File: src/rtl/load_store_unit_if.sv
// load_store_unit_if: request/response handshake and data-memory bus of the
// load/store unit, bundled so the unit and its environment share one view.
//   req_*  : execute-stage request (valid/ready, write, funct3, addr, wdata)
//   rsp_*  : one-cycle response strobe with extended load data and error
//   mem_*  : word-addressed data-memory port (lane-coded write enable,
//            read-enable code, combinational read data)
// Signal names keep the unit's original port names, so the _i/_o suffixes
// are from the unit's point of view.
// Modports: slave = the load/store unit, master = execute stage + memory.
interface load_store_unit_if #(
  parameter int WIDTH_DATA = 32
);
  logic                  req_valid_i;
  logic                  req_ready_o;
  logic                  req_write_i;
  logic [2:0]            req_funct3_i;
  logic [WIDTH_DATA-1:0] req_addr_i;
  logic [WIDTH_DATA-1:0] req_wdata_i;

  logic                  rsp_valid_o;
  logic [WIDTH_DATA-1:0] rsp_rdata_o;
  logic                  rsp_error_o;

  logic [WIDTH_DATA-1:0] mem_addr_o;
  logic [WIDTH_DATA-1:0] mem_wr_data_o;
  logic [3:0]            mem_wr_enable_o;
  logic [1:0]            mem_rd_enable_o;
  logic [WIDTH_DATA-1:0] mem_rd_data_i;

  modport slave (
    input  req_valid_i, req_write_i, req_funct3_i, req_addr_i, req_wdata_i,
    input  mem_rd_data_i,
    output req_ready_o,
    output rsp_valid_o, rsp_rdata_o, rsp_error_o,
    output mem_addr_o, mem_wr_data_o, mem_wr_enable_o, mem_rd_enable_o
  );

  modport master (
    output req_valid_i, req_write_i, req_funct3_i, req_addr_i, req_wdata_i,
    output mem_rd_data_i,
    input  req_ready_o,
    input  rsp_valid_o, rsp_rdata_o, rsp_error_o,
    input  mem_addr_o, mem_wr_data_o, mem_wr_enable_o, mem_rd_enable_o
  );
endinterface

File: src/rtl/load_store_unit.sv
// load_store_unit: initiator side of the core's data-memory port.
// Takes one load/store at a time, converts the byte address and funct3 into
// a word address plus lane-coded write enable / read-enable code, and
// returns sign/zero-extended load data on a one-cycle response strobe.
// Loads that straddle a word boundary are done as two word reads; misaligned
// stores and illegal funct3 values get an error response with no access.
// Ports:
//   clock_i  rising-edge clock
//   reset_i  synchronous active-high reset; also blocks any write that
//            coincides with it
//   bus      load_store_unit_if.slave (req_*, rsp_*, mem_* signals)
module load_store_unit #(
  parameter int WIDTH_DATA = 32
) (
  input  logic              clock_i,
  input  logic              reset_i,
  load_store_unit_if.slave  bus
);

  localparam logic [1:0] S_IDLE   = 2'd0;
  localparam logic [1:0] S_ACC_LO = 2'd1;
  localparam logic [1:0] S_ACC_HI = 2'd2;
  localparam logic [1:0] S_RESP   = 2'd3;

  localparam logic [2:0] F3_B  = 3'b000;
  localparam logic [2:0] F3_H  = 3'b001;
  localparam logic [2:0] F3_W  = 3'b010;
  localparam logic [2:0] F3_BU = 3'b100;
  localparam logic [2:0] F3_HU = 3'b101;

  logic [1:0]            state;
  logic                  wr_q;
  logic [2:0]            funct3_q;
  logic [WIDTH_DATA-1:0] addr_q;
  logic [WIDTH_DATA-1:0] wdata_q;
  logic [WIDTH_DATA-1:0] lo_q;
  logic [WIDTH_DATA-1:0] rsp_rdata_q;
  logic                  rsp_error_q;

  logic                  req_error;
  logic                  split_q;

  // Loads allow the unsigned variants; stores only B/H/W.
  function automatic logic legal_f3(input logic wr, input logic [2:0] f3);
    case (f3)
      F3_B, F3_H, F3_W: return 1'b1;
      F3_BU, F3_HU:     return !wr;
      default:          return 1'b0;
    endcase
  endfunction

  // True when the access does not fit inside one word. For stores this is
  // the error condition; for loads it selects the two-read path.
  function automatic logic crosses_word(input logic [2:0] f3,
                                        input logic [1:0] off);
    case (f3[1:0])
      2'b01:   return off == 2'd3;
      2'b10:   return off != 2'd0;
      default: return 1'b0;
    endcase
  endfunction

  // Byte lane n -> 1+n, halfword at offset n -> 5+n, word -> 8.
  function automatic logic [3:0] write_code(input logic [2:0] f3,
                                            input logic [1:0] off);
    case (f3[1:0])
      2'b00:   return 4'd1 + {2'b00, off};
      2'b01:   return 4'd5 + {2'b00, off};
      default: return 4'b1000;
    endcase
  endfunction

  // {hi,lo} shifted so the addressed byte lands at bit 0, then trimmed and
  // extended. hi is zero for single-word loads.
  function automatic logic [31:0] load_result(input logic [2:0]  f3,
                                              input logic [1:0]  off,
                                              input logic [31:0] hi,
                                              input logic [31:0] lo);
    logic [63:0] pair;
    pair = {hi, lo} >> {off, 3'b000};
    case (f3)
      F3_B:    return {{24{pair[7]}}, pair[7:0]};
      F3_H:    return {{16{pair[15]}}, pair[15:0]};
      F3_W:    return pair[31:0];
      F3_BU:   return {24'd0, pair[7:0]};
      F3_HU:   return {16'd0, pair[15:0]};
      default: return '0;
    endcase
  endfunction

  assign req_error = !legal_f3(bus.req_write_i, bus.req_funct3_i) ||
                     (bus.req_write_i &&
                      crosses_word(bus.req_funct3_i, bus.req_addr_i[1:0]));

  assign split_q = crosses_word(funct3_q, addr_q[1:0]);

  always_ff @(posedge clock_i) begin
    if (reset_i) begin
      state       <= S_IDLE;
      wr_q        <= 1'b0;
      funct3_q    <= '0;
      addr_q      <= '0;
      wdata_q     <= '0;
      lo_q        <= '0;
      rsp_rdata_q <= '0;
      rsp_error_q <= 1'b0;
    end else begin
      case (state)
        S_IDLE: begin
          if (bus.req_valid_i) begin
            wr_q     <= bus.req_write_i;
            funct3_q <= bus.req_funct3_i;
            addr_q   <= bus.req_addr_i;
            wdata_q  <= bus.req_wdata_i;
            if (req_error) begin
              rsp_rdata_q <= '0;
              rsp_error_q <= 1'b1;
              state       <= S_RESP;
            end else begin
              state <= S_ACC_LO;
            end
          end
        end
        S_ACC_LO: begin
          if (wr_q) begin
            rsp_rdata_q <= '0;
            rsp_error_q <= 1'b0;
            state       <= S_RESP;
          end else if (split_q) begin
            lo_q  <= bus.mem_rd_data_i;
            state <= S_ACC_HI;
          end else begin
            rsp_rdata_q <= load_result(funct3_q, addr_q[1:0], '0,
                                       bus.mem_rd_data_i);
            rsp_error_q <= 1'b0;
            state       <= S_RESP;
          end
        end
        S_ACC_HI: begin
          // The upper word is used straight off the bus rather than stored.
          rsp_rdata_q <= load_result(funct3_q, addr_q[1:0],
                                     bus.mem_rd_data_i, lo_q);
          rsp_error_q <= 1'b0;
          state       <= S_RESP;
        end
        default: begin
          state <= S_IDLE;
        end
      endcase
    end
  end

  assign bus.req_ready_o = (state == S_IDLE);
  assign bus.rsp_valid_o = (state == S_RESP);
  assign bus.rsp_rdata_o = rsp_rdata_q;
  assign bus.rsp_error_o = rsp_error_q;

  always_comb begin
    bus.mem_addr_o      = '0;
    bus.mem_wr_data_o   = '0;
    bus.mem_wr_enable_o = '0;
    bus.mem_rd_enable_o = '0;
    case (state)
      S_ACC_LO: begin
        bus.mem_addr_o = {2'b00, addr_q[31:2]};
        if (wr_q) begin
          // Reset gates the write in the same cycle it is asserted.
          bus.mem_wr_enable_o = reset_i ? 4'b0000
                                        : write_code(funct3_q, addr_q[1:0]);
          bus.mem_wr_data_o   = wdata_q;
        end else begin
          bus.mem_rd_enable_o = 2'b11;
        end
      end
      S_ACC_HI: begin
        // Next word, wrapping within the 30-bit word-address space.
        bus.mem_addr_o      = {2'b00, addr_q[31:2] + 30'd1};
        bus.mem_rd_enable_o = 2'b11;
      end
      default: begin
      end
    endcase
  end

endmodule

File: src/flat_wrapper.sv
// flat-port wrapper written by rule: the top's interface ports become plain ports
module load_store_unit_flat 
#(
  parameter int WIDTH_DATA = 32
)
  (clock_i, reset_i, bus_req_valid_i, bus_req_write_i, bus_req_funct3_i, bus_req_addr_i, bus_req_wdata_i, bus_mem_rd_data_i, bus_req_ready_o, bus_rsp_valid_o, bus_rsp_rdata_o, bus_rsp_error_o, bus_mem_addr_o, bus_mem_wr_data_o, bus_mem_wr_enable_o, bus_mem_rd_enable_o);
  load_store_unit_if #(.WIDTH_DATA(WIDTH_DATA)) bus_i ();
  input  logic clock_i;
  input  logic reset_i;
  input wire logic [$bits(bus_i.req_valid_i)-1:0] bus_req_valid_i;
  input wire logic [$bits(bus_i.req_write_i)-1:0] bus_req_write_i;
  input wire logic [$bits(bus_i.req_funct3_i)-1:0] bus_req_funct3_i;
  input wire logic [$bits(bus_i.req_addr_i)-1:0] bus_req_addr_i;
  input wire logic [$bits(bus_i.req_wdata_i)-1:0] bus_req_wdata_i;
  input wire logic [$bits(bus_i.mem_rd_data_i)-1:0] bus_mem_rd_data_i;
  output wire logic [$bits(bus_i.req_ready_o)-1:0] bus_req_ready_o;
  output wire logic [$bits(bus_i.rsp_valid_o)-1:0] bus_rsp_valid_o;
  output wire logic [$bits(bus_i.rsp_rdata_o)-1:0] bus_rsp_rdata_o;
  output wire logic [$bits(bus_i.rsp_error_o)-1:0] bus_rsp_error_o;
  output wire logic [$bits(bus_i.mem_addr_o)-1:0] bus_mem_addr_o;
  output wire logic [$bits(bus_i.mem_wr_data_o)-1:0] bus_mem_wr_data_o;
  output wire logic [$bits(bus_i.mem_wr_enable_o)-1:0] bus_mem_wr_enable_o;
  output wire logic [$bits(bus_i.mem_rd_enable_o)-1:0] bus_mem_rd_enable_o;
  assign bus_i.req_valid_i = bus_req_valid_i;
  assign bus_i.req_write_i = bus_req_write_i;
  assign bus_i.req_funct3_i = bus_req_funct3_i;
  assign bus_i.req_addr_i = bus_req_addr_i;
  assign bus_i.req_wdata_i = bus_req_wdata_i;
  assign bus_i.mem_rd_data_i = bus_mem_rd_data_i;
  assign bus_req_ready_o = bus_i.req_ready_o;
  assign bus_rsp_valid_o = bus_i.rsp_valid_o;
  assign bus_rsp_rdata_o = bus_i.rsp_rdata_o;
  assign bus_rsp_error_o = bus_i.rsp_error_o;
  assign bus_mem_addr_o = bus_i.mem_addr_o;
  assign bus_mem_wr_data_o = bus_i.mem_wr_data_o;
  assign bus_mem_wr_enable_o = bus_i.mem_wr_enable_o;
  assign bus_mem_rd_enable_o = bus_i.mem_rd_enable_o;
  load_store_unit #(.WIDTH_DATA(WIDTH_DATA)) u_core (.clock_i(clock_i), .reset_i(reset_i), .bus(bus_i));
endmodule
File: config.mk
export PLATFORM = sky130hd
export DESIGN_NAME = load_store_unit_flat
export DESIGN_NICKNAME = d
export VERILOG_FILES = /design/src/rtl/load_store_unit_if.sv /design/src/rtl/load_store_unit.sv /design/src/flat_wrapper.sv
export SDC_FILE = /design/constraint.sdc
export NUM_CORES = 1
export LEC_CHECK = 0
export CAP_MARGIN = 20
export CORE_MARGIN = 5
export CORE_UTILIZATION = 45
export CTS_CLUSTER_DIAMETER = 200
export DETAILED_ROUTE_END_ITERATION = 16
export GPL_ROUTABILITY_DRIVEN = 0
export PLACE_DENSITY = 0.78
export SLEW_MARGIN = 20
export SYNTH_ARGS = -nofsm -noshare
export SYNTH_HDL_FRONTEND = slang
export SYNTH_SLANG_ARGS = --single-unit
File: constraint.sdc
create_clock -name clock_i -period 2.5 [get_ports clock_i]
set_input_delay 0.5 -clock clock_i [delete_from_list [all_inputs] [get_ports clock_i]]
set_output_delay 0.5 -clock clock_i [all_outputs]
set_load 0.005 [all_outputs]
==> summary.txt <==
Setup path
  • FF-to-FF setup slack: ~0.10 ns
  • Startpoint of the worst register-to-register path: u_core.state[1]
  • Crit path kind: reg2out
  • Worst setup path end: bus_mem_addr_o[29]
  • CP Capture Type: output pin
  • Worst path cell trace: nand3_1, nor2_4, nand3_4, buf_6, or4_4, nand3_2, buf_2
  • Max Fanout on Critical Path: 5
  • CP Launch Type: flip-flop
  • CP max stage cell: dfxtp_1
  • Reg-to-reg endpoint: u_core.bus.rsp_rdata_o[23]
  • Worst Reg2Reg Path Length in Cells: 12
  • Slowest stage delay, CP: 0.45 ns
  • Crit path arrival time: 2.25 ns
  • CP Launch Point: u_core.addr_q[19]
  • Required time of the critical path: 2.00 ns

STA
  • Hold_ws: 0.449 ns
  • Final Hold Fails: 0
  • RSZ-0062 raised after global routing: yes
  • Worst setup margin: -0.247 ns
  • Tmin final: between 2 and 3 ns
  • Worst-Margin Slew: between 1 and 1.5 ns
  • Fin crit share: 110%
  • # setup viols final: 18
  • F_max: 364 MHz
  • Worst Skew: approximately 0.013 ns
  • Final TNS setup: -2.27 ns
  • Pins Over Slew Limit: 0
  • Slew headroom: 31.9%

Floorplanning
  • Initial Util: a little under half
  • Num ports: 208
  • Die ar.: 0.0206 mm²
  • Core ar.: 0.0174 mm²
  • Die Y-Extent: 143 µm
  • Cell row count: 48
  • Die width: roughly 140 µm

Synthesis
  • Post-synthesis register bit count: 135
  • Synthesized area: 0.00801 mm²
  • Number of synthesized flops with an enable pin: 0
  • Main synth FF type: dfxtp_1
  • Yosys warns: 0
  • Register area share after synthesis: roughly 34%
  • Yosys cell types: 70
  • Async S/R FF share, synth: 0%
  • Post-Synthesis Cells: 1031
  • Avg Cell Area, Syn: ~7.8 µm²

Finish
  • Most common cell after layout, fill and taps aside: nand2_1
  • Synthesis-to-layout area growth: 52.0%
  • Layout Cell Area excl Fill: 0.0122 mm²
  • Layout cells sized above 1: 24.3%
  • Leading cell types in the layout, fill and taps excluded: 230 x nand2_1, 136 x clkdlybuf4s50_1, 125 x a21oi_1
  • Antenna Cells: 0
  • Fill cells: 1289
  • Finished Layout Cells: 1544
  • Layout Nets: ~1400

Worst hold path
  • Hold WC Path Type: reg2reg

Place
  • Dpl cell area: 0.0108 mm²
  • Placed cell count: 1466
  • Hpwl dp: 20200 µm
  • PortBufs: 205

Status
  • Failing checks: setup timing
  • Status: complete, but fails checks

Routing
  • Vias: about 9400
  • Pre-antenna DRT Iters: 5
  • DRC: 0
  • DR iter-0 viols: 1274
  • Routed WL: roughly 30000 µm
  • Average via count per standard cell: 6.09
  • Antenna viol nets, final: 0
  • DR WL/cell: about 20 µm

Clock tree
  • Clk_lat worst skew: 0.43 ns
  • Total CTS buffers: 17
  • Root Driver: clkbuf_16
  • CTS tree: built
  • CTS clk-pin slew, worst paths: 0.07 ns
  • Htree depth: 4
  • Clk buf depth: 2
  • CTS sink cnt: 135
  • CTS Hold Bufs: 0

Global routing
  • Overflow after GRT: 0
  • First-pass GRT wire length: 46300 µm
  • Vias in the first global route: 8714
  • Pin count of the biggest net entering global routing: 76
  • Initial antenna violation count: 1
  • Tot GR Track Use: 27.8%

Power
  • Peak VDD IR: 598 µV
  • Tot Pwr: 9.67 mW
  • Power Density: just under 800 mW/mm²
  • Leak pwr: 4.64 nW

Job
  • Max Cap Viol: 0
worst min path at each step:
stage | start | endpoint | slack [ns] | depth (start not counted)
floorplan | u_core.wdata_q[13] | u_core.wdata_q[13] | 0.43 | 2
global placement | u_core.wdata_q[17] | u_core.wdata_q[17] | 0.44 | 2
detailed placement | u_core.wdata_q[29] | u_core.wdata_q[29] | 0.44 | 2
CTS | u_core.wdata_q[14] | u_core.wdata_q[14] | 0.45 | 2
global route | u_core.lo_q[4] | u_core.lo_q[4] | 0.47 | 2
finish | u_core.wdata_q[29] | u_core.wdata_q[29] | 0.45 | 2
worst max-delay path: cells and delay by family, from the launching register on:
family | cells | cell delay, ns
buffers and inverters | 2 | 0.26
AND/OR/NAND/NOR | 5 | 1.10
flip-flops | 1 | 0.45
registers in the layout, indices dropped and copies added (netlist names):
register / flops
u_core.addr_q: 32
u_core.wr_q: 1
u_core.state: 2
u_core.funct3_q: 3
u_core.wdata_q: 32
u_core.lo_q: 32
u_core.bus.rsp_rdata_o: 32
u_core.bus.rsp_error_o: 1
repair_timing:
action / CTS / global route
pin swaps: 30 / 42
cloned: 5 / 0
setup buffers: 26 / 18
resized for setup: 229 / 101
endpoints found under the setup margin: 68 / 63
stage by stage:
step                util (%)  worst slack [ns]
floorplan                  -             0.100
global placement        62.0            -0.339
detailed placement      62.0            -0.365
CTS                     68.4            -0.162
global route            70.1            -0.305
finish                  70.1            -0.247
synthesized netlist by cell type, drive strengths merged (3+ instances only):
| cell type | n | area, µm² |
|---|---|---|
| o31ai | 11 | 101 |
| nor2 | 24 | 92.6 |
| a311oi | 4 | 35.0 |
| o221ai | 12 | 105 |
| mux4 | 10 | 225 |
| a2111oi | 8 | 76.3 |
| mux2 | 7 | 78.8 |
| nand3 | 20 | 100 |
| a21o | 3 | 22.5 |
| a2bb2oi | 3 | 26.3 |
| o211ai | 4 | 30.0 |
| a31oi | 10 | 62.6 |
| nor4 | 3 | 25.0 |
| nor3 | 20 | 110 |
| o311ai | 6 | 52.6 |
| nand2 | 236 | 886 |
| a22o | 17 | 149 |
| a32o | 7 | 70.1 |
| and2 | 5 | 33.8 |
| a21oi | 132 | 661 |
| a41oi | 3 | 26.3 |
| o2bb2ai | 8 | 70.1 |
| nor2b | 7 | 43.8 |
| o22ai | 24 | 150 |
| mux2i | 54 | 541 |
| dfxtp | 135 | 2700 |
| inv | 14 | 52.6 |
| a22oi | 8 | 60.1 |
| clkbuf | 64 | 241 |
| nand3b | 4 | 30.0 |
| buf | 28 | 174 |
| or4 | 4 | 30.0 |
| and3 | 40 | 250 |
| o21ai | 46 | 230 |
| nand4 | 5 | 31.3 |
| o31a | 3 | 26.3 |
| nand2b | 3 | 18.8 |
| ha | 13 | 163 |
| o41ai | 3 | 26.3 |
where the power goes:
part / internal, mW / leakage (nW) / total [mW] / switching [mW]
clock network: 1.31 / 0.273 / 2.41 / 1.10
logic: 2.11 / 3.26 / 4.62 / 2.51
registers: 2.43 / 1.10 / 2.63 / 0.201
cells by family after synthesis:
group | share of synthesized area (%)
fa+ha+maj | 2.03
compound gates | 26.2
flops | 33.8
buf+inv | 5.94
other cells | 0.0468
simple gates | 21.5
mux | 10.6
layer usage:
layer  vias to the layer above  wire (µm)  GRT usage [%]
met3                       124       2850           5.46
met5                         -         16              0
met1                      4364      12000           36.4
met4                         2       1470           11.6
li1                       4318          -              -
met2                       596      14500           44.8
final cells by class:
class	instances	area [µm²]	share of cell area, %
repair buffers	347	3250	26.7
inverters	16	67.6	0.555
clock inverters	15	135	1.11
flip-flops and latches	135	2730	22.4
multi-input cells	789	5280	43.4
well taps	225	282	2.31
clock buffers	17	425	3.50
No activity file was read; power rests on OpenSTA's default activity.
